**config.mk**
```make
export PLATFORM = sky130hd
export DESIGN_NAME = snn_mem_load_ctrl_flat
export DESIGN_NICKNAME = d
export VERILOG_FILES = /design/src/rtl/snn_cfg_pkg.sv /design/src/rtl/snn_mem_load_ctrl_if.sv /design/src/rtl/snn_mem_load_ctrl.sv /design/src/flat_wrapper.sv
export SDC_FILE = /design/constraint.sdc
export NUM_CORES = 1
export LEC_CHECK = 0
export CORE_MARGIN = 2
export CORE_UTILIZATION = 47
export CTS_CLUSTER_DIAMETER = 80
export CTS_CLUSTER_SIZE = 16
export DETAILED_ROUTE_END_ITERATION = 12
export PLACE_DENSITY = 0.76
export RECOVER_POWER = 100
export SLEW_MARGIN = 30
export SYNTH_ARGS = -nofsm -noshare
export SYNTH_HDL_FRONTEND = slang
export SYNTH_SLANG_ARGS = --single-unit
export TNS_END_PERCENT = 30
```
**constraint.sdc**
```tcl
create_clock -name clk -period 2.12 [get_ports clk]
set_input_delay 0.424 -clock clk [delete_from_list [all_inputs] [get_ports clk]]
set_output_delay 0.424 -clock clk [all_outputs]
set_load 0.01 [all_outputs]
```
**src/rtl/snn_cfg_pkg.sv**
```systemverilog
// Shared configuration for the SNN parameter-memory loader.
// Holds the command byte values, the controller state encoding and default sizes.
package snn_cfg_pkg;

    localparam int M_DEF = 162;
    localparam int N_DEF = 8;

    localparam logic [7:0] CMD_WRITE = 8'h01;
    localparam logic [7:0] CMD_READ  = 8'h02;

    typedef enum logic [2:0] {
        S_IDLE,
        S_CMD,
        S_ADDR,
        S_WRITE,
        S_READ,
        S_ERR
    } state_e;

    function automatic logic is_cmd(input logic [7:0] b);
        return (b == CMD_WRITE) || (b == CMD_READ);
    endfunction

endpackage

```
**src/rtl/snn_mem_load_ctrl_if.sv**
```systemverilog
// Byte-stream, memory-port and status bundle of the parameter-memory loader.
// master = the loader itself, slave = front-end, memory and network core around it.
interface snn_mem_load_ctrl_if
    import snn_cfg_pkg::*;
#(
    parameter int M  = M_DEF,
    parameter int N  = N_DEF,
    parameter int AW = $clog2(M)
);
    logic          frame_active;
    logic [7:0]    rx_data;
    logic          rx_valid;
    logic [AW-1:0] mem_addr;
    logic [N-1:0]  mem_data_in;
    logic          mem_we;
    logic [N-1:0]  mem_data_out;
    logic [7:0]    tx_data;
    logic          tx_load;
    logic          busy;
    logic          load_done;
    logic          err;

    modport master (
        input  frame_active, rx_data, rx_valid, mem_data_out,
        output mem_addr, mem_data_in, mem_we, tx_data, tx_load, busy, load_done, err
    );

    modport slave (
        output frame_active, rx_data, rx_valid, mem_data_out,
        input  mem_addr, mem_data_in, mem_we, tx_data, tx_load, busy, load_done, err
    );

endinterface

```
**src/rtl/snn_mem_load_ctrl.sv**
```systemverilog
// Decodes framed command bytes into auto-incrementing burst writes/reads of the
// SNN parameter memory; every output comes straight from a register.
module snn_mem_load_ctrl
    import snn_cfg_pkg::*;
#(
    parameter int M  = M_DEF,
    parameter int N  = N_DEF,   // one rx byte per entry, so this stays 8
    parameter int AW = $clog2(M)
) (
    input  logic                   clk,
    input  logic                   reset,
    snn_mem_load_ctrl_if.master    bus
);

    state_e        state_q, state_d;
    logic          fa_q;
    logic [AW-1:0] addr_q, addr_d;
    logic [N-1:0]  wdata_q, wdata_d;
    logic          we_q, we_d;
    logic [7:0]    tx_q, tx_d;
    logic          txl_q, txl_d;
    logic          busy_q;
    logic          ld_q, ld_d;
    logic          err_q, err_d;
    logic          is_rd_q, is_rd_d;
    logic          pend_q, pend_d;
    logic          pzero_q, pzero_d;
    logic          full_q, full_d;
    logic [AW:0]   wcnt_q, wcnt_d;
    logic          at_last;
    logic          wr_blocked;

    assign at_last    = (addr_q == AW'(M - 1));
    // The last entry may be written this very cycle, before full_q catches up.
    assign wr_blocked = full_q || (we_q && at_last);

    always_comb begin
        state_d = state_q;
        addr_d  = addr_q;
        wdata_d = wdata_q;
        we_d    = 1'b0;
        tx_d    = tx_q;
        txl_d   = 1'b0;
        ld_d    = 1'b0;
        err_d   = err_q;
        is_rd_d = is_rd_q;
        pend_d  = 1'b0;
        pzero_d = 1'b0;
        full_d  = full_q;
        wcnt_d  = wcnt_q;

        // Address advances the cycle after each write; it saturates at the last entry.
        if (we_q) begin
            if (at_last) full_d = 1'b1;
            else         addr_d = addr_q + 1'b1;
        end

        if (state_q == S_IDLE) begin
            wcnt_d = '0;
            full_d = 1'b0;
            if (bus.frame_active && !fa_q) begin
                state_d = S_CMD;
                err_d   = 1'b0;
            end
        end else if (!bus.frame_active) begin
            state_d = S_IDLE;
            if (state_q == S_WRITE && wcnt_q != '0) ld_d = 1'b1;
        end else begin
            case (state_q)
                S_CMD: begin
                    if (bus.rx_valid) begin
                        if (is_cmd(bus.rx_data)) begin
                            state_d = S_ADDR;
                            is_rd_d = (bus.rx_data == CMD_READ);
                        end else begin
                            state_d = S_ERR;
                            err_d   = 1'b1;
                        end
                    end
                end
                S_ADDR: begin
                    if (bus.rx_valid) begin
                        if (int'(bus.rx_data) >= M) begin
                            state_d = S_ERR;
                            err_d   = 1'b1;
                        end else begin
                            addr_d  = AW'(bus.rx_data);
                            full_d  = 1'b0;
                            state_d = is_rd_q ? S_READ : S_WRITE;
                            pend_d  = is_rd_q;
                        end
                    end
                end
                S_WRITE: begin
                    if (bus.rx_valid) begin
                        if (wr_blocked) begin
                            err_d = 1'b1;
                        end else begin
                            we_d    = 1'b1;
                            wdata_d = N'(bus.rx_data);
                            wcnt_d  = wcnt_q + 1'b1;
                        end
                    end
                end
                S_READ: begin
                    // pend_q: address settled last cycle, so mem_data_out is now valid.
                    if (pend_q) begin
                        txl_d = 1'b1;
                        tx_d  = pzero_q ? 8'h00 : 8'(bus.mem_data_out);
                    end
                    if (bus.rx_valid) begin
                        pend_d = 1'b1;
                        if (at_last) begin
                            pzero_d = 1'b1;
                            err_d   = 1'b1;
                        end else begin
                            addr_d = addr_q + 1'b1;
                        end
                    end
                end
                default: ;
            endcase
        end
    end

    always_ff @(posedge clk or posedge reset) begin
        if (reset) begin
            state_q <= S_IDLE;
            fa_q    <= 1'b0;
            addr_q  <= '0;
            wdata_q <= '0;
            we_q    <= 1'b0;
            tx_q    <= '0;
            txl_q   <= 1'b0;
            busy_q  <= 1'b0;
            ld_q    <= 1'b0;
            err_q   <= 1'b0;
            is_rd_q <= 1'b0;
            pend_q  <= 1'b0;
            pzero_q <= 1'b0;
            full_q  <= 1'b0;
            wcnt_q  <= '0;
        end else begin
            state_q <= state_d;
            fa_q    <= bus.frame_active;
            addr_q  <= addr_d;
            wdata_q <= wdata_d;
            we_q    <= we_d;
            tx_q    <= tx_d;
            txl_q   <= txl_d;
            busy_q  <= (state_d != S_IDLE);
            ld_q    <= ld_d;
            err_q   <= err_d;
            is_rd_q <= is_rd_d;
            pend_q  <= pend_d;
            pzero_q <= pzero_d;
            full_q  <= full_d;
            wcnt_q  <= wcnt_d;
        end
    end

    assign bus.mem_addr    = addr_q;
    assign bus.mem_data_in = wdata_q;
    assign bus.mem_we      = we_q;
    assign bus.tx_data     = tx_q;
    assign bus.tx_load     = txl_q;
    assign bus.busy        = busy_q;
    assign bus.load_done   = ld_q;
    assign bus.err         = err_q;

endmodule

```
**src/flat_wrapper.sv**
```systemverilog
// flat-port wrapper written by rule: the top's interface ports become plain ports
module snn_mem_load_ctrl_flat import snn_cfg_pkg::*;
#(
    parameter int M  = M_DEF,
    parameter int N  = N_DEF,                                            
    parameter int AW = $clog2(M)
)
  (clk, reset, bus_frame_active, bus_rx_data, bus_rx_valid, bus_mem_data_out, bus_mem_addr, bus_mem_data_in, bus_mem_we, bus_tx_data, bus_tx_load, bus_busy, bus_load_done, bus_err);
  snn_mem_load_ctrl_if #(.M(M), .N(N), .AW(AW)) bus_i ();
  input  logic clk;
  input  logic reset;
  input wire logic [$bits(bus_i.frame_active)-1:0] bus_frame_active;
  input wire logic [$bits(bus_i.rx_data)-1:0] bus_rx_data;
  input wire logic [$bits(bus_i.rx_valid)-1:0] bus_rx_valid;
  input wire logic [$bits(bus_i.mem_data_out)-1:0] bus_mem_data_out;
  output wire logic [$bits(bus_i.mem_addr)-1:0] bus_mem_addr;
  output wire logic [$bits(bus_i.mem_data_in)-1:0] bus_mem_data_in;
  output wire logic [$bits(bus_i.mem_we)-1:0] bus_mem_we;
  output wire logic [$bits(bus_i.tx_data)-1:0] bus_tx_data;
  output wire logic [$bits(bus_i.tx_load)-1:0] bus_tx_load;
  output wire logic [$bits(bus_i.busy)-1:0] bus_busy;
  output wire logic [$bits(bus_i.load_done)-1:0] bus_load_done;
  output wire logic [$bits(bus_i.err)-1:0] bus_err;
  assign bus_i.frame_active = bus_frame_active;
  assign bus_i.rx_data = bus_rx_data;
  assign bus_i.rx_valid = bus_rx_valid;
  assign bus_i.mem_data_out = bus_mem_data_out;
  assign bus_mem_addr = bus_i.mem_addr;
  assign bus_mem_data_in = bus_i.mem_data_in;
  assign bus_mem_we = bus_i.mem_we;
  assign bus_tx_data = bus_i.tx_data;
  assign bus_tx_load = bus_i.tx_load;
  assign bus_busy = bus_i.busy;
  assign bus_load_done = bus_i.load_done;
  assign bus_err = bus_i.err;
  snn_mem_load_ctrl #(.M(M), .N(N), .AW(AW)) u_core (.clk(clk), .reset(reset), .bus(bus_i));
endmodule
```
==> metrics.log <==
INFO  metric run_status = completed
INFO  metric register_area = 1150 µm²
INFO  metric timing.hold.worst.class = reg2reg
INFO  metric report.final.setup_viol = 0
INFO  metric yosysWarningCount = 0
INFO  metric synthXorXnorAreaFrac = roughly 3.8%
INFO  metric drcViolationCount = 0
INFO  metric cp_max_fo = 8
INFO  metric yosys.area_share.adder = 1.95%
INFO  metric detail_route.wl_per_cell = 15.1 µm
INFO  metric totalPowerFinal = 1.82 mW
INFO  metric post_synthesis_cell_count = 267
INFO  metric critical_path_arrival = 2.25 ns
INFO  metric finalWirelength = 6350 µm
INFO  metric critical_path.max_stage_delay = 0.57 ns
INFO  metric largest_net_degree_at_the_start_of_global_routing = 29
INFO  metric initial_antenna_violation_count = 0
INFO  metric clkSlewWorstSetupHoldPaths = 0.08 ns
INFO  metric timing.final.hold_violations = 0
INFO  metric hpwl_detailed = ~4700 µm
INFO  metric ys_dominant_reg_cell = sky130_fd_sc_hd__dfrtp_1
INFO  metric routabilityCongestion = 0.916
INFO  metric worst_clock_skew = 0.00779 ns
INFO  metric asyncSetResetFlopFracSynth = 100%
INFO  metric drive_above_1_share = 18.9%
INFO  metric path_buf_inv = 2
INFO  metric detail-route-antenna-nets = 0
INFO  metric rsz0062_at_grt = yes
INFO  metric synth_area_leaders = sky130_fd_sc_hd__dfrtp_1 45%, sky130_fd_sc_hd__nand2_1 4.1%, sky130_fd_sc_hd__mux2_2 3.9%
INFO  metric placedInstanceArea = 3380 µm²
INFO  metric diodes = 0
INFO  metric grt_pass1_wl = 10,800 µm
INFO  metric p_leak = 1.58 nW
INFO  metric cts-root-buf = sky130_fd_sc_hd__clkbuf_8
INFO  metric fp.coreArea = 5170 µm²
INFO  metric area_growth_from_synthesis_to_layout = 35.6%
INFO  metric cts_inserted_buffers = 5
INFO  metric initial_core_util = approximately half
INFO  metric globalRoute.totalOverflow = 0
INFO  metric tritoncts_clock_tree = built
INFO  metric final_period_minus_worst_setup_slack = 2.07 ns
INFO  metric synth.most_common_cell = sky130_fd_sc_hd__dfrtp_1
INFO  metric cp.required = 2.31 ns
INFO  metric ctsLongestPathBuffers = 2
INFO  metric port_buffer_count = 48
INFO  metric ys_top_cells_by_count = 46 x sky130_fd_sc_hd__dfrtp_1, 28 x sky130_fd_sc_hd__nand2_1, 20 x sky130_fd_sc_hd__nor2_1
INFO  metric crit_path_end_kind = flop
INFO  metric synth-edff-count = 0
INFO  metric fill_cells = between 400 and 500
INFO  metric synth.mux.area_fraction = 3.95%
INFO  metric synth_area_in_compound_gates = 19.4%
INFO  metric synth_area_per_cell = 9.61 µm²
INFO  metric synth.distinct_cells = 57
INFO  metric post-route-cell-area = between 3000 and 4000 µm²
INFO  metric die_width = 77.9 µm
INFO  metric ir_worst_vdd = 0.000300 V
INFO  metric crit_path_cell_chain = dlygate4sd2_1, or4_4, o221ai_4, buf_12, o211ai_4, nor2_8, o22ai_2, a211o_1
INFO  metric timing_worst_setup_path_type = in2reg
INFO  metric via_per_inst = 5.51
INFO  metric maxSlewViolCount = 0
INFO  metric grt_usage = 22.3%
INFO  metric dominant_combinational_cell_family_by_area_after_synthesis = simple AND/OR/NAND/NOR gates
INFO  metric cp_top_delay_family = simple AND/OR/NAND/NOR gates
INFO  metric timing_worst_slew_pin_value = 0.714 ns
INFO  metric postSynthRegisterBits = 46
INFO  metric floorplan.rows = 26
INFO  metric floorplan.die_area = between 6000 and 7000 µm²
INFO  metric synth_top_area_cell = sky130_fd_sc_hd__dfrtp_1
INFO  metric count_of_h_tree_levels_built_during_cts = 2
INFO  metric maxCapViolations = 0
INFO  metric worst_path_max_delay_cell = sky130_fd_sc_hd__or4_4
INFO  metric seq_area_frac_synth = 44.9%
INFO  metric design.portCount = 49
INFO  metric timing.slew.headroom = 52.4%
INFO  metric synth-simple-area-share = 22.7%
INFO  metric max_freq = 484 MHz
INFO  metric netlist_area = between 2000 and 3000 µm²
INFO  metric fin_crit_sh = 97.4%
INFO  metric clock_insertion_delay_worst_skew = 0.30 ns
INFO  metric post-synth-top-area-fraction = 44.9%
INFO  metric clock_sink_count = between 40 and 50
INFO  metric multi_input_comb_area = about 1300 µm²
INFO  metric die_y = between 70 and 80 µm
INFO  metric power.density_cell_area = 524 nW/µm²
INFO  metric startpoint_type = input port
INFO  metric mappedNetlistNets = between 200 and 300
INFO  metric finalNetCount = 373
INFO  metric detailedRoute.firstIterationViolations = 365
INFO  metric detail_route.first_pass.iterations = 4
INFO  metric via_count_of_the_first_global_routing_pass = 2,216
INFO  metric number_of_vias_in_the_routed_layout = 2,314
kinds of logic (layout without fill, tap and decap cells):
logic type	count (synthesis)	in the layout
and+or+nand+nor	108	108
AOI/OAI and AO/OA	67	67
DFF	46	46
buffers and inverters	22	105
xor gates and xnor gates	11	11
muxes	9	9
adders and majority gates	4	4
area by class of cell:
cell class | count | area share [%]
Clock buffer | 6 | 2.09
Clock inverter | 2 | 0.396
Inverter | 10 | 1.08
Multi-Input combinational cell | 199 | 38.5
Sequential cell | 46 | 33.1
Tap cell | 70 | 2.52
Timing Repair Buffer | 87 | 22.3
flip-flops by register name, summed over array words and instances, names as in the netlist, 3 cells and up:
| name | flops |
|---|---|
| u_core.wcnt_q | 9 |
| u_core.bus.mem_data_in | 8 |
| u_core.state_q | 3 |
| u_core.bus.tx_data | 8 |
| u_core.bus.mem_addr | 8 |
worst min-delay path, cell delays in order, from the launching register on:
cell	delay [ns]
sky130_fd_sc_hd__dfrtp_1	0.35
sky130_fd_sc_hd__nand2_1	0.04
sky130_fd_sc_hd__o21ai_0	0.06
metal layers:
metal	GRT usage [%]	wire length, µm	up-vias
met5	0	0	-
met4	5.44	84	0
met3	4.42	370	10
met2	35.4	2930	80
met1	31.6	2970	1091
li1	-	-	1133
placed cells by master, fill, tap and decap left out, types with 9 or more instances in the layout:
| master | Yosys | layout |
|---|---|---|
| sky130_fd_sc_hd__inv_1 | 10 | 10 |
| sky130_fd_sc_hd__dlygate4sd3_1 | 0 | 19 |
| sky130_fd_sc_hd__clkdlybuf4s50_1 | 0 | 24 |
| sky130_fd_sc_hd__nor2_1 | 20 | 20 |
| sky130_fd_sc_hd__nand3_1 | 14 | 13 |
| sky130_fd_sc_hd__a21oi_1 | 13 | 13 |
| sky130_fd_sc_hd__nand2b_1 | 10 | 10 |
| sky130_fd_sc_hd__dfrtp_1 | 46 | 46 |
| sky130_fd_sc_hd__nand2_1 | 28 | 28 |
| sky130_fd_sc_hd__o21ai_0 | 14 | 14 |
| sky130_fd_sc_hd__mux2_2 | 9 | 9 |
| sky130_fd_sc_hd__buf_4 | 0 | 33 |
per-stage QoR:
stage               util, %  hold WS (ns)  setup slack [ns]  setup TNS (ns)  instances
finish                 67.3         0.482            0.0545               0        420
global placement       65.4         0.463            -0.414           -5.45        411
floorplan                 -         0.455            0.0634               0        267
global route           67.3         0.511          -0.00445        -0.00928        420
CTS                    67.6         0.447            0.0139               0        420
detailed placement     65.4         0.471            -0.491           -6.82        411
power breakdown:
part           switching (mW)  internal, mW
clock                   0.300         0.233
sequential             0.0339         0.909
combinational           0.169         0.178
path summary, 6_finish.rpt:
check / from / endpoint / slack, ns / cells after the start
setup / recovery: bus_rx_data[2] / u_core.bus.mem_addr[1] / 0.05 / 8
min in group asynchronous: reset / u_core.wcnt_q[5] / 0.67 / 2
hold reg to reg: u_core.bus.tx_data[6] / u_core.bus.tx_data[6] / 0.48 / 2
hold / removal: u_core.bus.tx_data[6] / u_core.bus.tx_data[6] / 0.48 / 2
max in group asynchronous: reset / u_core.bus.tx_data[7] / 0.32 / 3
setup reg to reg: u_core.bus.mem_addr[0] / u_core.bus.mem_data_in[0] / 0.14 / 6
what timing repair did:
item	in CTS	in global routing
hold buffers	0	0
setup buffers	1	0
resized for setup	6	2
pin swaps	4	1
endpoints found under the setup margin	10	5
Power figures use the tool's default switching activity.
